$ cat config.mk
export PLATFORM = sky130hd
export DESIGN_NAME = intfsm_ctrl
export DESIGN_NICKNAME = d
export VERILOG_FILES = /design/src/rtl/intfsm_ctrl.sv
export SDC_FILE = /design/constraint.sdc
export NUM_CORES = 1
export LEC_CHECK = 0
export BUFFER_PORTS_ARGS = -buffer_cell sky130_fd_sc_hd__buf_2
export CAP_MARGIN = 10
export CORE_ASPECT_RATIO = 1.1
export CORE_UTILIZATION = 35
export CTS_CLUSTER_DIAMETER = 60
export DETAILED_ROUTE_END_ITERATION = 10
export GPL_TIMING_DRIVEN = 0
export PLACE_DENSITY_LB_ADDON = 0.15
export SYNTH_ARGS = -nofsm -noshare
export SYNTH_HDL_FRONTEND = slang
export SYNTH_SLANG_ARGS = --single-unit
$ cat constraint.sdc
create_clock -name clk -period 1.8 [get_ports clk]
set_input_delay 0 -clock clk [delete_from_list [all_inputs] [get_ports clk]]
set_output_delay 0 -clock clk [all_outputs]
set_load 0.005 [all_outputs]
$ cat src/rtl/intfsm_ctrl.sv
// -----------------------------------------------------------------------------
// intfsm_ctrl
//
// Interconnect control FSM. During INIT it latches and validates the ten FIFO
// almost-full / almost-empty thresholds and drives them, registered, into the
// Main, VC0, VC1, D0 and D1 FIFOs. At run time it watches the FIFO empty and
// error flags and reports idle / active / sticky-error status.
//
// Ports
//   clk                      : clock, rising edge
//   reset_L                  : asynchronous reset, active low
//   init                     : request to enter/stay in INIT and load thresholds
//   Umbral*_in               : candidate thresholds (LEN4 or LEN16 wide)
//   *_empty, *_error_output  : FIFO status flags
//   Umbral*                  : registered thresholds to the interconnect
//   state                    : current state code
//   idle_out/active_out/
//   error_out                : state indicators decoded from the state register
//   cfg_error                : last sampled threshold set was invalid
// -----------------------------------------------------------------------------
module intfsm_ctrl #(
  parameter int LEN4  = 4,
  parameter int LEN16 = 16
) (
  input  logic             clk,
  input  logic             reset_L,
  input  logic             init,
  input  logic [LEN4-1:0]  UmbralMF_HIGH_in,
  input  logic [LEN4-1:0]  UmbralMF_LOW_in,
  input  logic [LEN4-1:0]  UmbralD0_HIGH_in,
  input  logic [LEN4-1:0]  UmbralD0_LOW_in,
  input  logic [LEN4-1:0]  UmbralD1_HIGH_in,
  input  logic [LEN4-1:0]  UmbralD1_LOW_in,
  input  logic [LEN16-1:0] UmbralV0_HIGH_in,
  input  logic [LEN16-1:0] UmbralV0_LOW_in,
  input  logic [LEN16-1:0] UmbralV1_HIGH_in,
  input  logic [LEN16-1:0] UmbralV1_LOW_in,
  input  logic             Main_empty,
  input  logic             VC0_empty,
  input  logic             VC1_empty,
  input  logic             D0_empty,
  input  logic             D1_empty,
  input  logic             Main_error_output,
  input  logic             VC0_error_output,
  input  logic             VC1_error_output,
  input  logic             D0_error_output,
  input  logic             D1_error_output,
  output logic [LEN4-1:0]  UmbralMF_HIGH,
  output logic [LEN4-1:0]  UmbralMF_LOW,
  output logic [LEN4-1:0]  UmbralD0_HIGH,
  output logic [LEN4-1:0]  UmbralD0_LOW,
  output logic [LEN4-1:0]  UmbralD1_HIGH,
  output logic [LEN4-1:0]  UmbralD1_LOW,
  output logic [LEN16-1:0] UmbralV0_HIGH,
  output logic [LEN16-1:0] UmbralV0_LOW,
  output logic [LEN16-1:0] UmbralV1_HIGH,
  output logic [LEN16-1:0] UmbralV1_LOW,
  output logic [2:0]       state,
  output logic             idle_out,
  output logic             active_out,
  output logic             error_out,
  output logic             cfg_error
);

  localparam logic [2:0] ST_RESET  = 3'd0;
  localparam logic [2:0] ST_INIT   = 3'd1;
  localparam logic [2:0] ST_IDLE   = 3'd2;
  localparam logic [2:0] ST_ACTIVE = 3'd3;
  localparam logic [2:0] ST_ERROR  = 3'd4;

  logic [2:0] state_q, state_d;

  logic [LEN4-1:0]  mf_hi_q, mf_lo_q, d0_hi_q, d0_lo_q, d1_hi_q, d1_lo_q;
  logic [LEN16-1:0] v0_hi_q, v0_lo_q, v1_hi_q, v1_lo_q;
  logic             cfg_error_q;

  logic err_any;
  logic all_empty;
  logic cfg_ok;
  logic load;

  assign err_any   = Main_error_output | VC0_error_output | VC1_error_output |
                     D0_error_output   | D1_error_output;
  assign all_empty = Main_empty & VC0_empty & VC1_empty & D0_empty & D1_empty;

  // Validity is judged on the candidate values, so a corrected set can leave
  // INIT on the same edge that latches it.
  assign cfg_ok = (UmbralMF_LOW_in <= UmbralMF_HIGH_in) &
                  (UmbralD0_LOW_in <= UmbralD0_HIGH_in) &
                  (UmbralD1_LOW_in <= UmbralD1_HIGH_in) &
                  (UmbralV0_LOW_in <= UmbralV0_HIGH_in) &
                  (UmbralV1_LOW_in <= UmbralV1_HIGH_in);

  assign load = (state_q == ST_INIT);

  always_comb begin
    state_d = ST_RESET;
    case (state_q)
      ST_RESET: state_d = ST_INIT;
      ST_INIT: begin
        if (err_any)              state_d = ST_ERROR;
        else if (!init && cfg_ok) state_d = ST_IDLE;
        else                      state_d = ST_INIT;
      end
      ST_IDLE, ST_ACTIVE: begin
        if (err_any)        state_d = ST_ERROR;
        else if (init)      state_d = ST_INIT;
        else if (all_empty) state_d = ST_IDLE;
        else                state_d = ST_ACTIVE;
      end
      ST_ERROR: state_d = ST_ERROR;
      default:  state_d = ST_RESET;  // illegal codes recover through RESET
    endcase
  end

  always_ff @(posedge clk or negedge reset_L) begin
    if (!reset_L) begin
      state_q <= ST_RESET;
    end else begin
      state_q <= state_d;
    end
  end

  always_ff @(posedge clk or negedge reset_L) begin
    if (!reset_L) begin
      mf_hi_q     <= '0;
      mf_lo_q     <= '0;
      d0_hi_q     <= '0;
      d0_lo_q     <= '0;
      d1_hi_q     <= '0;
      d1_lo_q     <= '0;
      v0_hi_q     <= '0;
      v0_lo_q     <= '0;
      v1_hi_q     <= '0;
      v1_lo_q     <= '0;
      cfg_error_q <= 1'b0;
    end else if (load) begin
      mf_hi_q     <= UmbralMF_HIGH_in;
      mf_lo_q     <= UmbralMF_LOW_in;
      d0_hi_q     <= UmbralD0_HIGH_in;
      d0_lo_q     <= UmbralD0_LOW_in;
      d1_hi_q     <= UmbralD1_HIGH_in;
      d1_lo_q     <= UmbralD1_LOW_in;
      v0_hi_q     <= UmbralV0_HIGH_in;
      v0_lo_q     <= UmbralV0_LOW_in;
      v1_hi_q     <= UmbralV1_HIGH_in;
      v1_lo_q     <= UmbralV1_LOW_in;
      cfg_error_q <= ~cfg_ok;
    end
  end

  assign UmbralMF_HIGH = mf_hi_q;
  assign UmbralMF_LOW  = mf_lo_q;
  assign UmbralD0_HIGH = d0_hi_q;
  assign UmbralD0_LOW  = d0_lo_q;
  assign UmbralD1_HIGH = d1_hi_q;
  assign UmbralD1_LOW  = d1_lo_q;
  assign UmbralV0_HIGH = v0_hi_q;
  assign UmbralV0_LOW  = v0_lo_q;
  assign UmbralV1_HIGH = v1_hi_q;
  assign UmbralV1_LOW  = v1_lo_q;
  assign cfg_error     = cfg_error_q;

  assign state      = state_q;
  assign idle_out   = (state_q == ST_IDLE);
  assign active_out = (state_q == ST_ACTIVE);
  assign error_out  = (state_q == ST_ERROR);

endmodule

==> reports/summary.log <==
[run_status] result of the run finished, violations left
[run_status] failing checks DRC, hold timing
[placed_design] DPL Wire Length 8742 um
[pwr] sequential fraction of design power 38.4%
[drt] vias per inst 4.684
[logic_synthesis] synthesized netlist cell count 364
[drt] ANT nets after route 0
[floorplanning] Die Span Y 121.9 um
[logic_synthesis] combinational family with the most area after synthesis multiplexers
[logic_synthesis] share of cell area taken by muxes after synthesis 21.67%
[logic_synthesis] area share of xor/xnor cells in the synthesized design 0%
[pwr] Power Dens Cells 1346 nW/um2
[logic_synthesis] Post-Synth Simple-Gate Area 5.692%
[pwr] fraction of power spent switching nets 30.11%
[logic_synthesis] post-synthesis instance area 4572 um2
[sta] setup ws final 0.1126 ns
[clock_tree] TritonCTS clock tree yes
[sta] FMAX 592.6 MHz
[logic_synthesis] syn nets 509
[logic_synthesis] sequential cell area fraction in the yosys report 50.36%
[job] Maximum Capacitance Violations 0
[grt] number of global-route vias before repair 3993
[worst_setup_path] crit path cell chain inv_2, nor3_4, buf_4, clkbuf_2, mux2_2
[logic_synthesis] flops & latches, synth 92
[grt] pin count of the biggest net entering global routing 51
[clock_tree] Clock Tree Root sky130_fd_sc_hd__clkbuf_16
[placed_design] placed inst area 5774 um2
[grt] total track usage 18.67%
[layout] ANT cells 0
[worst_hold_path] path type of the worst min-delay path in -> reg
[drt] final routed wire length divided by cell count 14.52 um
[floorplanning] area inside the core boundary 12700 um2
[worst_setup_path] sort of element at the start of the critical path flop
[worst_setup_path] Worst EP required 2.02 ns
[floorplanning] Top-Level Pins 196
[layout] Finished Layout Cells 828
[drt] total wirelength of the detailed-routed design 12020 um
[grt] global-route wire length before repair 19620 um
[logic_synthesis] count of warnings emitted by yosys 0
[clock_tree] number of clock sinks seen by CTS 92
[placed_design] Port-buffer cells 195
[worst_setup_path] CP Max Fanout 10
[clock_tree] clock insertion delay at the later pin of the skew report 0.34 ns
[drt] DRC Markers 28
[logic_synthesis] share of the synthesized area in compound gates (AO/OA/AOI/OAI) 5.556%
[worst_setup_path] Worst path slowest cell sky130_fd_sc_hd__dfrtp_1
[sta] final number of hold-violating endpoints 1
[worst_setup_path] slowest cell delay on critical path 0.40 ns
[drt] iteration-0 DRC count of the detailed router 122
[placed_design] Worst Setup Slack post-DPL -0.4009 ns
[grt] grt ovf 0
[layout] Non-Filler Cell Area, Final 7054 um2
[sta] worst-case clock skew 0.004540 ns
[pwr] net switching power 2.858 mW
[worst_setup_path] arrival time reported for the critical path endpoint 1.91 ns
[worst_setup_path] kind of critical path reg -> reg
[clock_tree] number of buffers added by the clock tree synthesis step 9
[drt] total number of vias 3878
[layout] Synth-to-Final Area Change 54.30%
[placed_design] post-placement cell count 717
[sta] RSZ-0062 raised after global routing false
[sta] setup TNS 0 ns
[clock_tree] CTS H-Tree Depth 3
[drt] length of the first detailed-routing pass in iterations 7
[grt] number of antenna violations at the first check in global routing 0
[logic_synthesis] unique cell type count in the Yosys netlist 36
[sta] headroom to the max-slew limit 60.47%
[placed_design] routability-driven placement congestion ratio 0.7494
[floorplanning] area of the die 13520 um2
[pwr] peak supply drop 660.9 uV
[layout] post-layout util 55.56%
[layout] NumNets Final 812
[clock_tree] clock-pin slew of the registers on the worst-case setup and hold paths 0.06 ns
[logic_synthesis] Avg Cell Area, Syn 12.56 um2
[pwr] static leakage power 3.528 nW
[logic_synthesis] cells taking the most area after synthesis sky130_fd_sc_hd__dfrtp_1, sky130_fd_sc_hd__mux2_2, sky130_fd_sc_hd__ha_1, sky130_fd_sc_hd__inv_1, sky130_fd_sc_hd__a21oi_1
[floorplanning] Die Wd 111.0 um
[sta] min Tclk post-route 1.687 ns
[sta] Final Max Tran Viols 0
[logic_synthesis] post-synthesis share of cell area spent on full adders, half adders and majority gates 12.04%
[pwr] logic gate share of total power 41.1%
[pwr] internal power 6.634 mW
[sta] worst slew pin tran 0.5929 ns
[pwr] portion of total power attributed to the clock network 20.5%
[clock_tree] Longest Clk Path Bufs 2
[logic_synthesis] share of Yosys cell area claimed by the top area cell type 50.36%
[sta] Setup violations, final 0
[logic_synthesis] largest area contributor in the netlist sky130_fd_sc_hd__dfrtp_1
[sta] final period utilization 93.74%
[worst_setup_path] crit path capture type flop
[floorplanning] # rows 43
[floorplanning] initial core utilization 36.01%
[sta] worst-case hold slack -0.01194 ns
[layout] fraction of final layout cells sized beyond drive strength 1 47.09%
## worst paths after layout
path | startpoint | to | slack, ns | cells after the start
max in group asynchronous | reset_L | UmbralMF_LOW[3] | 0.92 | 3
max reg2reg | state[0] | UmbralV1_LOW[12] | 0.11 | 5
min | VC0_error_output | state[1] | -0.01 | 3
min in group asynchronous | reset_L | UmbralV0_HIGH[9] | 0.22 | 2
max | state[0] | UmbralV1_LOW[12] | 0.11 | 5
min reg2reg | cfg_error | cfg_error | 0.49 | 1
## logic make-up (layout without fill, tap and decap cells)
logic type,count (synthesis),after routing
compound gates,39,39
fa+ha+maj,44,44
buf+inv,57,364
flops,92,92
mux,88,88
simple gates,44,44
## repair_timing
action	in CTS	in global routing
endpoints found under the hold margin	131	0
hold buffers	93	0
pin swaps	1	2
setup buffers	2	2
resized for setup	12	0
gates cloned	0	0
setup endpoints to repair	90	1
## state kept, by name, indices dropped and copies added (netlist names)
| register | flops |
|---|---|
| UmbralV0_HIGH | 16 |
| UmbralV0_LOW | 16 |
| UmbralV1_HIGH | 16 |
| UmbralV1_LOW | 16 |
| UmbralD0_HIGH | 4 |
| UmbralD0_LOW | 4 |
| UmbralD1_HIGH | 4 |
| UmbralD1_LOW | 4 |
| UmbralMF_HIGH | 4 |
| UmbralMF_LOW | 4 |
| state | 3 |
| cfg_error | 1 |
## worst max-delay path, delay by kind of cell, from the launching register on
family / cells / cell delay (ns)
buffers and inverters: 3 / 0.55
DFF: 1 / 0.40
muxes: 1 / 0.38
and+or+nand+nor: 1 / 0.24
## metrics by stage
step           hold WS (ns)  power (mW)
2_1_floorplan       -0.2956       5.698
3_3_place_gp         0.1859       7.295
3_5_place_dp        0.03924       7.416
4_1_cts              0.1281       9.618
5_1_grt            0.003800       10.17
6_report           -0.01194       9.492
## synthesized netlist by cell type
cell type	count
sky130_fd_sc_hd__nor4_1	2
sky130_fd_sc_hd__a21oi_1	18
sky130_fd_sc_hd__nand4_1	7
sky130_fd_sc_hd__and4_1	3
sky130_fd_sc_hd__nor3_4	1
sky130_fd_sc_hd__o211ai_1	4
sky130_fd_sc_hd__o21ai_1	1
sky130_fd_sc_hd__nand2b_1	1
sky130_fd_sc_hd__clkbuf_1	9
sky130_fd_sc_hd__o31ai_1	1
sky130_fd_sc_hd__or2_1	1
sky130_fd_sc_hd__a21boi_1	1
sky130_fd_sc_hd__inv_2	2
sky130_fd_sc_hd__o2bb2ai_1	1
sky130_fd_sc_hd__dfrtp_1	92
sky130_fd_sc_hd__and4b_1	1
sky130_fd_sc_hd__a221oi_1	1
sky130_fd_sc_hd__nand2_1	7
sky130_fd_sc_hd__mux2_2	88
sky130_fd_sc_hd__nand4b_1	2
sky130_fd_sc_hd__or4_1	1
sky130_fd_sc_hd__nor2b_1	4
sky130_fd_sc_hd__a31o_1	1
sky130_fd_sc_hd__and2_1	1
sky130_fd_sc_hd__nor2_1	7
sky130_fd_sc_hd__o41ai_1	1
sky130_fd_sc_hd__ha_1	44
sky130_fd_sc_hd__nand3_1	4
sky130_fd_sc_hd__o21ai_0	2
sky130_fd_sc_hd__a2111oi_2	1
sky130_fd_sc_hd__a21boi_0	2
sky130_fd_sc_hd__inv_1	46
sky130_fd_sc_hd__a2111oi_0	2
sky130_fd_sc_hd__nor3_1	2
sky130_fd_sc_hd__a31oi_1	1
sky130_fd_sc_hd__o21a_1	2
## power by group through the flow
stage               sequential (mW)  clock [mW]  combinational, mW
CTS                            3.65        2.01               3.95
global placement               3.63           0               3.67
floorplan                      3.77           0               1.92
global route                   3.79        2.10               4.27
detailed placement             3.69           0               3.73
finish                         3.65        1.95               3.90
## layout by cell type (no fill, tap or decap), types with 2 or more instances in the layout
cell,n
sky130_fd_sc_hd__clkbuf_1,2
sky130_fd_sc_hd__inv_2,2
sky130_fd_sc_hd__nor2_1,7
sky130_fd_sc_hd__nor4_1,2
sky130_fd_sc_hd__inv_1,46
sky130_fd_sc_hd__dlygate4sd3_1,92
sky130_fd_sc_hd__o21a_1,2
sky130_fd_sc_hd__buf_2,194
sky130_fd_sc_hd__nand3_1,4
sky130_fd_sc_hd__buf_4,5
sky130_fd_sc_hd__a21oi_1,18
sky130_fd_sc_hd__o211ai_1,4
sky130_fd_sc_hd__a21boi_0,2
sky130_fd_sc_hd__ha_1,44
sky130_fd_sc_hd__nor3_1,2
sky130_fd_sc_hd__clkbuf_8,3
sky130_fd_sc_hd__a2111oi_2,2
sky130_fd_sc_hd__nor2b_1,4
sky130_fd_sc_hd__nand4_1,7
sky130_fd_sc_hd__mux2_2,88
sky130_fd_sc_hd__nand2_1,7
sky130_fd_sc_hd__clkbuf_2,9
sky130_fd_sc_hd__clkbuf_16,9
sky130_fd_sc_hd__and4_1,3
sky130_fd_sc_hd__dfrtp_1,92
sky130_fd_sc_hd__o21ai_0,2
sky130_fd_sc_hd__nand4b_1,2
## area by class of cell
cell class / count / area, um2
tap: 157 / 196.4
sequential: 92 / 2302
timing repair buffer: 292 / 1957
inverter: 48 / 180.2
clock inverter: 1 / 30.03
clock buffer: 14 / 274.0
buffer: 9 / 45.04
multi-input combinational: 215 / 2069
fill: 1124 / 5643
## per-layer routing
metal  part of all wire [%]  track usage, %  up-vias
li1                       -               -     1889
met1                     43           22.51     1859
met2                     49           31.80      115
met3                    6.7           5.025       15
met4                    1.8           7.534        0
met5                      0               0        -
(Power assumes the default switching activity.)
